File: src/rtl/demux2_buf.sv
// 1:2 demultiplexer feeding two independent DEPTH-entry FIFOs, with either
// select-driven or ping-pong routing and per-output delivered-word counters.

module demux2_buf_lane #(
  parameter int WIDTH = 34,
  parameter int DEPTH = 2
) (
  input  logic             clk,
  input  logic             rst_n,
  input  logic             push,
  input  logic [WIDTH-1:0] wdata,
  input  logic             ready,
  output logic             full,
  output logic             valid,
  output logic [WIDTH-1:0] data,
  output logic [7:0]       count
);
  localparam int AW = $clog2(DEPTH);

  logic [WIDTH-1:0] mem [DEPTH];
  logic [AW-1:0]    wr_ptr, rd_ptr;
  logic [AW:0]      occ;
  logic             pop;

  assign valid = (occ != '0);
  assign full  = (occ == (AW+1)'(DEPTH));
  assign pop   = valid && ready;
  // Gate the head word so an empty (or resetting) lane presents zero, not stale storage.
  assign data  = valid ? mem[rd_ptr] : '0;

  always_ff @(posedge clk or negedge rst_n) begin
    if (!rst_n) begin
      wr_ptr <= '0;
      rd_ptr <= '0;
      occ    <= '0;
      count  <= '0;
    end else begin
      if (push) wr_ptr <= wr_ptr + AW'(1);
      if (pop) begin
        rd_ptr <= rd_ptr + AW'(1);
        count  <= count + 8'd1;
      end
      case ({push, pop})
        2'b10:   occ <= occ + (AW+1)'(1);
        2'b01:   occ <= occ - (AW+1)'(1);
        default: occ <= occ;
      endcase
    end
  end

  always_ff @(posedge clk) begin
    if (push) mem[wr_ptr] <= wdata;
  end
endmodule

module demux2_buf #(
  parameter int WIDTH = 34,
  parameter int DEPTH = 2
) (
  input  logic             clk,
  input  logic             rst_n,
  input  logic [WIDTH-1:0] in_data,
  input  logic             in_sel,
  input  logic             in_valid,
  output logic             in_ready,
  input  logic             alt_mode,
  output logic [WIDTH-1:0] out0_data,
  output logic [WIDTH-1:0] out1_data,
  output logic             out0_valid,
  output logic             out1_valid,
  input  logic             out0_ready,
  input  logic             out1_ready,
  output logic [7:0]       count0,
  output logic [7:0]       count1,
  output logic             pp_ptr,
  output logic             busy
);
  logic [1:0]            full, vld, rdy, push;
  logic [1:0][WIDTH-1:0] head;
  logic [1:0][7:0]       cnt;
  logic                  dest, accept, pp_q;

  assign dest     = alt_mode ? pp_q : in_sel;
  // Ready looks only at the destination's occupancy; a same-cycle pop never frees a full lane.
  assign in_ready = !full[dest];
  assign accept   = in_valid && in_ready;
  assign rdy      = {out1_ready, out0_ready};

  for (genvar g = 0; g < 2; g++) begin : g_lane
    assign push[g] = accept && (dest == 1'(g));
    demux2_buf_lane #(.WIDTH(WIDTH), .DEPTH(DEPTH)) u_lane (
      .clk   (clk),
      .rst_n (rst_n),
      .push  (push[g]),
      .wdata (in_data),
      .ready (rdy[g]),
      .full  (full[g]),
      .valid (vld[g]),
      .data  (head[g]),
      .count (cnt[g])
    );
  end

  always_ff @(posedge clk or negedge rst_n) begin
    if (!rst_n)                 pp_q <= 1'b0;
    else if (alt_mode && accept) pp_q <= ~pp_q;
  end

  assign out0_data  = head[0];
  assign out1_data  = head[1];
  assign out0_valid = vld[0];
  assign out1_valid = vld[1];
  assign count0     = cnt[0];
  assign count1     = cnt[1];
  assign pp_ptr     = pp_q;
  assign busy       = vld[0] | vld[1];
endmodule

File: config.mk
export PLATFORM = sky130hd
export DESIGN_NAME = demux2_buf
export DESIGN_NICKNAME = d
export VERILOG_FILES = /design/src/rtl/demux2_buf.sv
export SDC_FILE = /design/constraint.sdc
export NUM_CORES = 1
export LEC_CHECK = 0
export ABC_AREA = 1
export CAP_MARGIN = 30
export CORE_ASPECT_RATIO = 1.1
export CORE_MARGIN = 2
export CORE_UTILIZATION = 43
export DETAILED_ROUTE_END_ITERATION = 8
export PLACE_DENSITY = 0.73
export SYNTH_ARGS = -nofsm -noshare
export SYNTH_HDL_FRONTEND = slang
export SYNTH_SLANG_ARGS = --single-unit
File: constraint.sdc
create_clock -name clk -period 7.1 [get_ports clk]
set_input_delay 1.42 -clock clk [delete_from_list [all_inputs] [get_ports clk]]
set_output_delay 1.42 -clock clk [all_outputs]
set_load 0.01 [all_outputs]
==> results of run 1 <==
cells by family after synthesis:
group	Yosys count	synth area share, %
AND/OR/NAND/NOR	221	14.68
flip-flops	161	73.56
AO/OA/AOI/OAI	75	5.863
buffers and inverters	47	3.068
XOR/XNOR	15	2.052
adder cells (fa/ha/maj)	4	0.7817
Yosys cell counts:
cell type	n	area share (%)
nand2_4	2	0.35
nor2_2	2	0.20
nand4_2	1	0.20
inv_2	3	0.18
nor2_4	2	0.35
a21oi_1	70	5.5
nand4_1	4	0.39
nand3_2	1	0.16
clkinv_1	1	0.059
nand2_2	2	0.20
nor2_8	2	0.63
clkbuf_1	4	0.23
xor2_1	10	1.4
edfxtp_1	136	64
nor2_1	11	0.64
buf_2	16	1.3
xnor2_1	5	0.68
o21ai_1	3	0.23
nand2_1	184	11
inv_1	23	1.3
o21ai_0	2	0.16
ha_1	4	0.78
nand3_1	10	0.78
dfrtp_1	25	9.8
per-layer routing:
layer	track usage [%]	vias up	part of all wire (%)
met1	23.86	2144	40
met5	0	-	0
met2	32.13	179	51
met4	6.202	0	1.0
met3	6.358	14	7.8
li1	-	2070	-
critical path: cells and delay by family:
family / cells / cell delay [ns]
buf+inv: 2 / 1.06
simple gates: 4 / 0.41
report_power, final:
group	internal (mW)	switching, mW	leakage (nW)	total [mW]
clock network	0.557	0.361	0.295	0.918
registers	1.22	0.102	1.55	1.32
logic	0.738	0.861	1.41	1.60
metrics by stage:
stage	cell area [sq um]	std cells	power, mW
6_report	8677	866	3.840
5_1_grt	8677	866	4.052
4_1_cts	8677	866	3.873
3_5_place_dp	8069	834	2.943
3_3_place_gp	7884	826	2.829
2_1_floorplan	6402	523	2.065
registers in the layout, summed over array words and instances (netlist names):
name	cells
g_lane.u_lane.count	16
g_lane.u_lane.mem	136
g_lane.u_lane.wr_ptr	2
g_lane.u_lane.occ	4
pp_ptr	1
g_lane.u_lane.rd_ptr	2
final cells by class:
| class | instances | area [sq um] |
|---|---|---|
| timing repair buffer | 139 | 1491 |
| clock inverter | 15 | 182.7 |
| clock buffer | 17 | 425.4 |
| tap | 192 | 240.2 |
| multi-input combinational | 315 | 1526 |
| inverter | 27 | 101.3 |
| sequential | 161 | 4710 |
| fill | 1133 | 5827 |
worst max path at each step:
stage              from                          to  slack [ns]  cells after the start
3_5_place_dp   alt_mode                    in_ready        2.80                      6
5_1_grt        alt_mode                    in_ready        2.69                      6
4_1_cts        alt_mode                    in_ready        2.79                      6
2_1_floorplan  alt_mode  g_lane[1].u_lane.mem[0][0]        3.46                      5
6_report       alt_mode                    in_ready        2.78                      6
3_3_place_gp   alt_mode                    in_ready        2.87                      6
==> impl_results.md, run 1 <==
* Final hold violation count at 0
* Max incr delay on CP at ~0.55 ns
* Cell depth of the worst min-delay path at 2
* Critical path arrival at 2.90 ns
* Synth Warn # at 0
* Clock-pin slew on the worst setup and hold paths at 0.06 ns
* Core box area at about 15000 sq um
* Post-CTS Setup Bufs at 0
* Max Transition Viols Final at 0
* CP endpoint kind: primary output
* Row cnt at between 40 and 50
* IO buf count at around 130
* Skew-Pair Late Insertion Delay at a little over 0.4 ns
* Total CTS buffers at 17
* FF+latch count, synth at ~160
* Max Clk Rate at ~0.23 GHz
* Most common cell after layout, fill and taps aside: nand2_1
* Initial antenna violation count at 0
* Hold Path Class: reg -> reg
* Synth Instances at around 520
* Slowest CP cell: clkdlybuf4s50_1
* Post-Place Worst Slack at about 2.8 ns
* Final worst setup slack at approximately 2.8 ns
* Crit path kind: in -> out
* CTS resizes at 0
* Type of origin of the critical path: input pin
* Antenna Cells at 0
* Worst r2r src: g_lane[1].u_lane.occ[0]
* Hold buffers post-CTS at 0
* Residual DRC at 0
* Cell Area, Synth at ~6400 sq um
* FF-to-FF path depth at 7
* Critical Path Most Common Cell: nand2_1
* Crit path cell chain: clkdlybuf4s50_1 > nand2_1 > nand2_1 > nand2_1 > nand2_1 > clkdlybuf4s50_1
* Max-cap violation count at 0
* Maximum vdd ir drop at approximately 0.26 mV
* Final Util at approximately three fifths
* Maximum clock path buffer count at 2
* Fin crit period at around 4.3 ns
* Most frequent cells in the layout: nand2_1 (184), edfxtp_1 (136), clkdlybuf4s50_1 (129)
* Pleak at about 3.2 nW
* Hold Startpoint: pp_ptr
* Layout cells sized above 1 at just under 9%
* Detail-routed via count per cell at ~5.1
* Htree depth at 4
* Distinct cell type count after synthesis at 24
* Rel. slew slack at 49.15%
* Total track usage at 19.30%
* First-pass GRT wire length at about 24000 microns
* Pwr per Cell Area at 442.6 nW/um^2
* Syn nets at around 570
* WL per Instance at between 15 and 20 microns
* Crit share post-route at between 60 and 70%
* CTS tree: done
* Worst hold margin at 0.5364 ns
* Setup-failing EPs final at 0
* Slew @ Worst Pin at about 0.76 ns
* Final GP Congestion at about 0.76
* Vias in the first global route at around 4500
* Initial DRC count at 306
* Clock Tree Root: clkbuf_16
* Setup TNS at 0 ns
* Req. time, crit path at between 5 and 6 ns
* Nets at ~710
* Initial core utilization at 44.14%
* Synth Area per Inst at 12.24 sq um
* TritonRoute pass-1 iters at 5
* Die width at around 120 microns
* Status: completed
* Vias at around 4400
* Largest net degree at the start of global routing at 36
* Top-Level Pins at 130
* RSZ-0062 raised after global routing: no
* Post-synthesis sequential area ratio at around 74%
* Worst Path Max Fanout at 4
* WHS Endpoint: pp_ptr
* Die Height at approximately 130 microns
* Routed wire length at 14640 microns
* Layout area overhead at 35.53%
* Final ANT Viol Nets at 0
* DPL Wire Length at slightly above 9000 microns
* Clock sinks at between 150 and 200
* Clock Skew at approximately 0.0047 ns
* FF-to-FF setup slack at about 5 ns
* R2r endpoint: g_lane[1].u_lane.occ[1]
* Die footprint at between 15000 and 20000 sq um
* Global route total overflow at 0
Note: power is estimated with default switching activity, not from simulation.
==> run 2: changes to the inputs <==
==> constraint.sdc (replaced) <==
create_clock -name clk -period 4.2 [get_ports clk]
set_input_delay 0.84 -clock clk [delete_from_list [all_inputs] [get_ports clk]]
set_output_delay 0.84 -clock clk [all_outputs]
set_load 0.01 [all_outputs]
==> run 2 against run 1 <==
Utilization shrank 0.68 points. Worst hold slack worse by 0.013 ns. Cell area down 1.1%. Register-to-register slack lost 3.1 ns. First-iteration DRC count shrank 13%. Clock power is 63% higher. Flip-flop and latch count unchanged.
==> impl_results.md, run 2 (synthesis results as in run 1) <==
* Skew-Pair Late Insertion Delay at 0.42 ns (about the same)
* Clock Tree Root: clkbuf_16
* WL per Instance at 16.77 microns (-0.80%)
* Final GP Congestion at 0.7993 (+4.7%)
* Top-Level Pins at 130 (unchanged)
* Pleak at 3.213 nW (-1.1%)
* Antenna Cells at 0 (unchanged)
* Status: completed
* Layout area overhead at 33.98%
* Int Pwr at 4.182 mW (+66%)
* RSZ-0062 raised after global routing: no
* Max-cap violation count at 0 (unchanged)
* Total CTS buffers at 17 (unchanged)
* Crit path kind: reg -> out
* Combinational Power Share at 41.2% (-0.4 points)
* Core box area at 14500 sq um (unchanged)
* Rel. slew slack at 45.24% (-3.9 points)
* Final hold violation count at 0 (unchanged)
* Max incr delay on CP at 0.68 ns (+0.13 ns)
* Initial antenna violation count at 0 (unchanged)
* Crit path cell chain: nor2_4 > buf_4 > nand2_1 > clkdlybuf4s50_1
* Cell depth of the worst min-delay path at 2 (unchanged)
* CP endpoint kind: primary output
* Most frequent cells in the layout: nand2_1 (184), edfxtp_1 (136), clkdlybuf4s50_1 (129)
* Detail-routed via count per cell at 4.997 (-1.8%)
* Final Power at 6.350 mW (+65%)
* Cell area after layout at 8578 sq um (-1.1%)
* TritonRoute pass-1 iters at 4 (-1)
* Register area at 4710 sq um (unchanged)
* R2r endpoint: g_lane[0].u_lane.occ[1]
* Global route total overflow at 0 (unchanged)
* Die footprint at 15880 sq um (unchanged)
* Clock-pin slew on the worst setup and hold paths at 0.06 ns (about the same)
* Die Height at 132.0 microns (unchanged)
* Setup-failing EPs final at 0 (unchanged)
* Fin crit period at approximately 3.3 ns
* Hold buffers post-CTS at 0 (unchanged)
* Vias in the first global route at 4555 (+0.20%)
* Clock Skew at 0.006618 ns (+0.001954 ns)
* Vias at 4337 (-1.6%)
* Die width at 120.3 microns (unchanged)
* Max Clk Rate at 0.3037 GHz
* Biggest register: g_lane.u_lane.mem
* CTS resizes at 0 (unchanged)
* Setup TNS at 0 ns (unchanged)
* Hold Startpoint: pp_ptr
* Worst Path Max Fanout at 25 (+21)
* Largest net degree at the start of global routing at 36 (unchanged)
* Biggest regs: g_lane.u_lane.mem x136, g_lane.u_lane.count x16, g_lane.u_lane.occ x4
* Post-CTS Setup Bufs at 0 (unchanged)
* Routed wire length at 14560 microns (-0.57%)
* Total track usage at 19.66% (+0.36 points)
* FF-to-FF path depth at 7 (unchanged)
* Row cnt at 46 (unchanged)
* Initial DRC count at 266 (-13%)
* Residual DRC at 0 (unchanged)
* IO buf count at 129 (unchanged)
* Initial core utilization at 44.14% (unchanged)
* Net Switching at 2.168 mW (+64%)
* Filler instances at 1158 (+2.2%)
* DPL Wire Length at 9384 microns (+0.31%)
* Most common cell after layout, fill and taps aside: nand2_1
* Type of origin of the critical path: flop
* Maximum vdd ir drop at 0.3704 mV (+44%)
* Sw frac at 34.14% (-0.32 points)
* Share of total power in the clock network at 23.6% (-0.3 points)
* Dpl cell area at 7999 sq um (-0.87%)
* Worst r2r src: g_lane[0].u_lane.occ[0]
* Area of the multi-input gates at 1526 sq um (unchanged)
* Clock sinks at 161 (unchanged)
* Worst hold margin at 0.5231 ns (-0.01336 ns)
* Req. time, crit path at 3.36 ns (-2.32 ns)
* Htree depth at 4 (unchanged)
* Critical path arrival at 2.45 ns (-0.45 ns)
* Crit share post-route at just under 80%
* Nets at 708 (+0.28%)
* Final ANT Viol Nets at 0 (unchanged)
* Slowest CP cell: nor2_4
* Slew @ Worst Pin at 0.8195 ns (+0.05791 ns)
* Maximum clock path buffer count at 2 (unchanged)
* Max FFs per register at 136 (unchanged)
* Max Transition Viols Final at 0 (unchanged)
* WHS Endpoint: pp_ptr
* FF-to-FF setup slack at 1.91 ns (-3.07 ns)
* Pwr per Cell Area at 740.3 nW/um^2 (+67%)
* Layout cells sized above 1 at 8.432% (-0.32 points)
* First-pass GRT wire length at 23710 microns (+0.85%)
* Seq pwr share at 35.2% (+0.8 points)
* CTS tree: done
* Hold Path Class: reg -> reg
## run 2: worst max path at each step
stage | from | end | slack [ns]
floorplan | alt_mode | g_lane[1].u_lane.mem[0][0] | 1.14
global placement | alt_mode | in_ready | 1.12
detailed placement | alt_mode | in_ready | 1.08
CTS | g_lane[1].u_lane.occ[0] | busy | 0.87
global route | g_lane[1].u_lane.occ[0] | out1_data[19] | 0.77
finish | g_lane[1].u_lane.occ[0] | busy | 0.91
## run 2: power groups by stage
stage          registers (mW)  clock network (mW)  logic (mW)
2_1_floorplan            2.26                   0        1.23
3_3_place_gp             2.25                   0        2.56
3_5_place_dp             2.27                   0        2.63
4_1_cts                  2.24                1.53        2.65
5_1_grt                  2.28                1.59        2.84
6_report                 2.24                1.50        2.61
## run 2: metal layers
| layer | up-vias | part of all wire, % | GRT usage [%] |
|---|---|---|---|
| met3 | 15 | 7.2 | 6.401 |
| met1 | 2107 | 40 | 23.69 |
| met2 | 147 | 51 | 33.24 |
| met5 | - | 0 | 0 |
| li1 | 2068 | - | - |
| met4 | 0 | 1.1 | 6.783 |
## run 2: per-stage QoR
step           worst slack (ns)  cells  utilization (%)
2_1_floorplan             1.141    523                -
3_5_place_dp              1.076    836            55.15
5_1_grt                  0.7695    868            59.14
6_report                 0.9077    868            59.14
4_1_cts                  0.8712    868            59.14
3_3_place_gp              1.118    834            54.77
## run 2: area by class of cell
class	count	share of cell area, %
clock inverters	11	1.619
well taps	192	2.800
inverters	27	1.181
multi-input cells	315	17.79
repair buffers	141	16.57
clock buffers	21	5.134
flip-flops and latches	161	54.90
## run 2: critical path, delay by kind of cell (launching register included)
kind,cells,cell delay (ns)
buffers and inverters,2,0.83
flip-flops,1,0.44
AND/OR/NAND/NOR,2,0.75
==> run 3: changes to the inputs <==
--- a/config.mk
+++ b/config.mk
@@ -11,7 +11,7 @@
 export CORE_MARGIN = 2
 export CORE_UTILIZATION = 43
 export DETAILED_ROUTE_END_ITERATION = 8
-export PLACE_DENSITY = 0.73
+export PLACE_DENSITY = 0.75
 export SYNTH_ARGS = -nofsm -noshare
 export SYNTH_HDL_FRONTEND = slang
 export SYNTH_SLANG_ARGS = --single-unit
==> constraint.sdc (replaced) <==
create_clock -name clk -period 3 [get_ports clk]
set_input_delay 0.6 -clock clk [delete_from_list [all_inputs] [get_ports clk]]
set_output_delay 0.6 -clock clk [all_outputs]
set_load 0.01 [all_outputs]
==> run 3 against run 2 <==
Via count decreased by 0.30%. Critical path depth increased by 1. Critical path type unchanged. Sequential share of layout area decreased by 0.40 points.
==> impl_results.md, run 3 (synthesis results as in run 1) <==
* Status: completed
* Global route total overflow at 0 (unchanged)
* FF-to-FF setup slack at 1.15 ns (-0.76 ns)
* Filler instances at 1165 (+0.60%)
* Rel. slew slack at 66.01% (+21 points)
* Initial DRC count at 342 (+29%)
* Req. time, crit path at 2.40 ns (-0.96 ns)
* Residual DRC at 0 (unchanged)
* Layout cells sized above 1 at 9.545% (+1.1 points)
* Max Clk Rate at between 0.3 and 0.4 GHz
* Buf/Inv on CP at 3 (+1)
* CP endpoint kind: primary output
* Crit path kind: reg -> out
* Most common cell after layout, fill and taps aside: nand2_1
* WHS Endpoint: pp_ptr
* FF-to-FF path depth at 7 (unchanged)
* Max-cap violation count at 0 (unchanged)
* Hold Startpoint: pp_ptr
* Layout area overhead at 34.96%
* Type of origin of the critical path: flop
* Worst r2r src: g_lane[1].u_lane.occ[0]
* Pleak at 3.250 nW (+1.2%)
* R2r endpoint: g_lane[1].u_lane.occ[1]
* Final GP Congestion at 0.7961 (-0.40%)
* Pwr per Cell Area at 1047 nW/um^2 (+41%)
* Detail-routed via count per cell at 4.953 (-0.87%)
* Setup TNS at 0 ns (unchanged)
* Htree depth at 4 (unchanged)
* Hold Path Class: reg -> reg
* Nets at 713 (+0.71%)
* Final Util at 59.58% (+0.43 points)
* DPL Wire Length at 9410 microns (+0.29%)
* Clock sinks at 161 (unchanged)
* Clock Skew at 0.01300 ns (+0.006379 ns)
* Die footprint at 15880 sq um (unchanged)
* Post-CTS Setup Bufs at 0 (unchanged)
* Vias at 4324 (-0.30%)
* Fin crit period at 2.800 ns
* Core box area at 14500 sq um (unchanged)
* Worst Path Max Fanout at 17 (-32%)
* Maximum vdd ir drop at 0.4881 mV (+32%)
* Total CTS buffers at 17 (unchanged)
* Slowest CP cell: clkdlybuf4s50_1
* Most frequent cells in the layout: nand2_1 (184), edfxtp_1 (136), clkdlybuf4s50_1 (129)
* Total track usage at 19.17% (-0.48 points)
* Routed wire length at 14650 microns (+0.63%)
* Skew-Pair Late Insertion Delay at 0.42 ns (about the same)
* IO buf count at 129 (unchanged)
* Initial antenna violation count at 0 (unchanged)
* Critical path arrival at 2.20 ns (-0.25 ns)
* Biggest register: g_lane.u_lane.mem
* Hold buffers post-CTS at 0 (unchanged)
* Clock Tree Root: clkbuf_16
* Biggest regs: g_lane.u_lane.mem x136, g_lane.u_lane.count x16, g_lane.u_lane.occ x4
* RSZ-0062 raised after global routing: no
* Maximum clock path buffer count at 2 (unchanged)
* Final ANT Viol Nets at 0 (unchanged)
* Area of the multi-input gates at 1526 sq um (unchanged)
* CTS resizes at 0 (unchanged)
* Row cnt at 46 (unchanged)
* Max Transition Viols Final at 0 (unchanged)
* Die Height at 132.0 microns (unchanged)
* Crit-path leading delay family: buffers and inverters
* Crit path launch: g_lane[0].u_lane.rd_ptr
* TritonRoute pass-1 iters at 4 (unchanged)
* Die width at 120.3 microns (unchanged)
* WL per Instance at 16.78 microns (about the same)
* Top-Level Pins at 130 (unchanged)
* Crit path cell chain: inv_2 > buf_4 > nand2_1 > a21oi_1 > clkdlybuf4s50_1
* Setup-failing EPs final at 0 (unchanged)
* Crit share post-route at between 90% and 100%
* Largest net degree at the start of global routing at 36 (unchanged)
* Max FFs per register at 136 (unchanged)
* Slew @ Worst Pin at 0.5068 ns (-0.3127 ns)
* Antenna Cells at 0 (unchanged)
* Max incr delay on CP at 0.58 ns (-0.10 ns)
* Final hold violation count at 0 (unchanged)
* Vias in the first global route at 4437 (-2.6%)
* Clock-pin slew on the worst setup and hold paths at 0.06 ns (about the same)
* CTS tree: done
* First-pass GRT wire length at 23230 microns (-2.0%)
* Register area at 4710 sq um (unchanged)
* Initial core utilization at 44.14% (unchanged)
* Cell depth of the worst min-delay path at 2 (unchanged)
## run 3: cell types whose count changed in the layout (fill, tap and decap cells not counted), sizes merged
cell    previous run  this run
buf               12        17
bufinv             3         4
clkbuf            21        19
inv               26        27
## run 3: how the worst max path moves through the flow
| stage | to | cells after the start |
|---|---|---|
| after global routing | out1_data[19] | 5 |
| after global placement | in_ready | 6 |
| after detailed placement | in_ready | 6 |
| after floorplan | g_lane[1].u_lane.mem[0][0] | 5 |
| final | out0_data[19] | 5 |
| after CTS | out1_data[33] | 5 |
## run 3: layer usage
layer / vias to the layer above / routed length (microns) / track usage, %
met4: 0 / 299 / 7.171
li1: 2074 / - / -
met3: 25 / 895 / 4.109
met1: 2064 / 6206 / 24.45
met5: - / 0 / 0
met2: 161 / 7246 / 32.23
## run 3: power by group
part	total, mW	internal [mW]	leakage (nW)	switching [mW]
logic	3.67	1.70	1.41	1.98
clock network	2.24	1.39	0.293	0.844
registers	3.14	2.89	1.55	0.248
## run 3: area by class of cell
| type | instances | share of cell area, % |
|---|---|---|
| well taps | 192 | 2.780 |
| inverters | 27 | 1.173 |
| flip-flops and latches | 161 | 54.50 |
| repair buffers | 146 | 16.71 |
| clock buffers | 19 | 5.010 |
| clock inverters | 13 | 2.158 |
| multi-input cells | 315 | 17.67 |
## run 3: tightest hold or removal path, delay by kind of cell, from the launching register on
| family | cells | cell delay (ns) |
|---|---|---|
| flip-flops | 1 | 0.39 |
| AND/OR/NAND/NOR | 2 | 0.12 |
## run 3: stage by stage
step	std cells	setup WS [ns]	power, mW	area, sq um	hold slack, ns
final	873	0.1998	9.049	8641	0.5304
after detailed placement	841	0.3254	6.889	8021	0.5157
after global routing	873	0.03635	9.556	8641	0.5620
after CTS	873	0.1331	9.164	8641	0.5313
after global placement	841	0.4001	6.795	8021	0.4940
after floorplan	523	0.1807	4.887	6402	0.3044
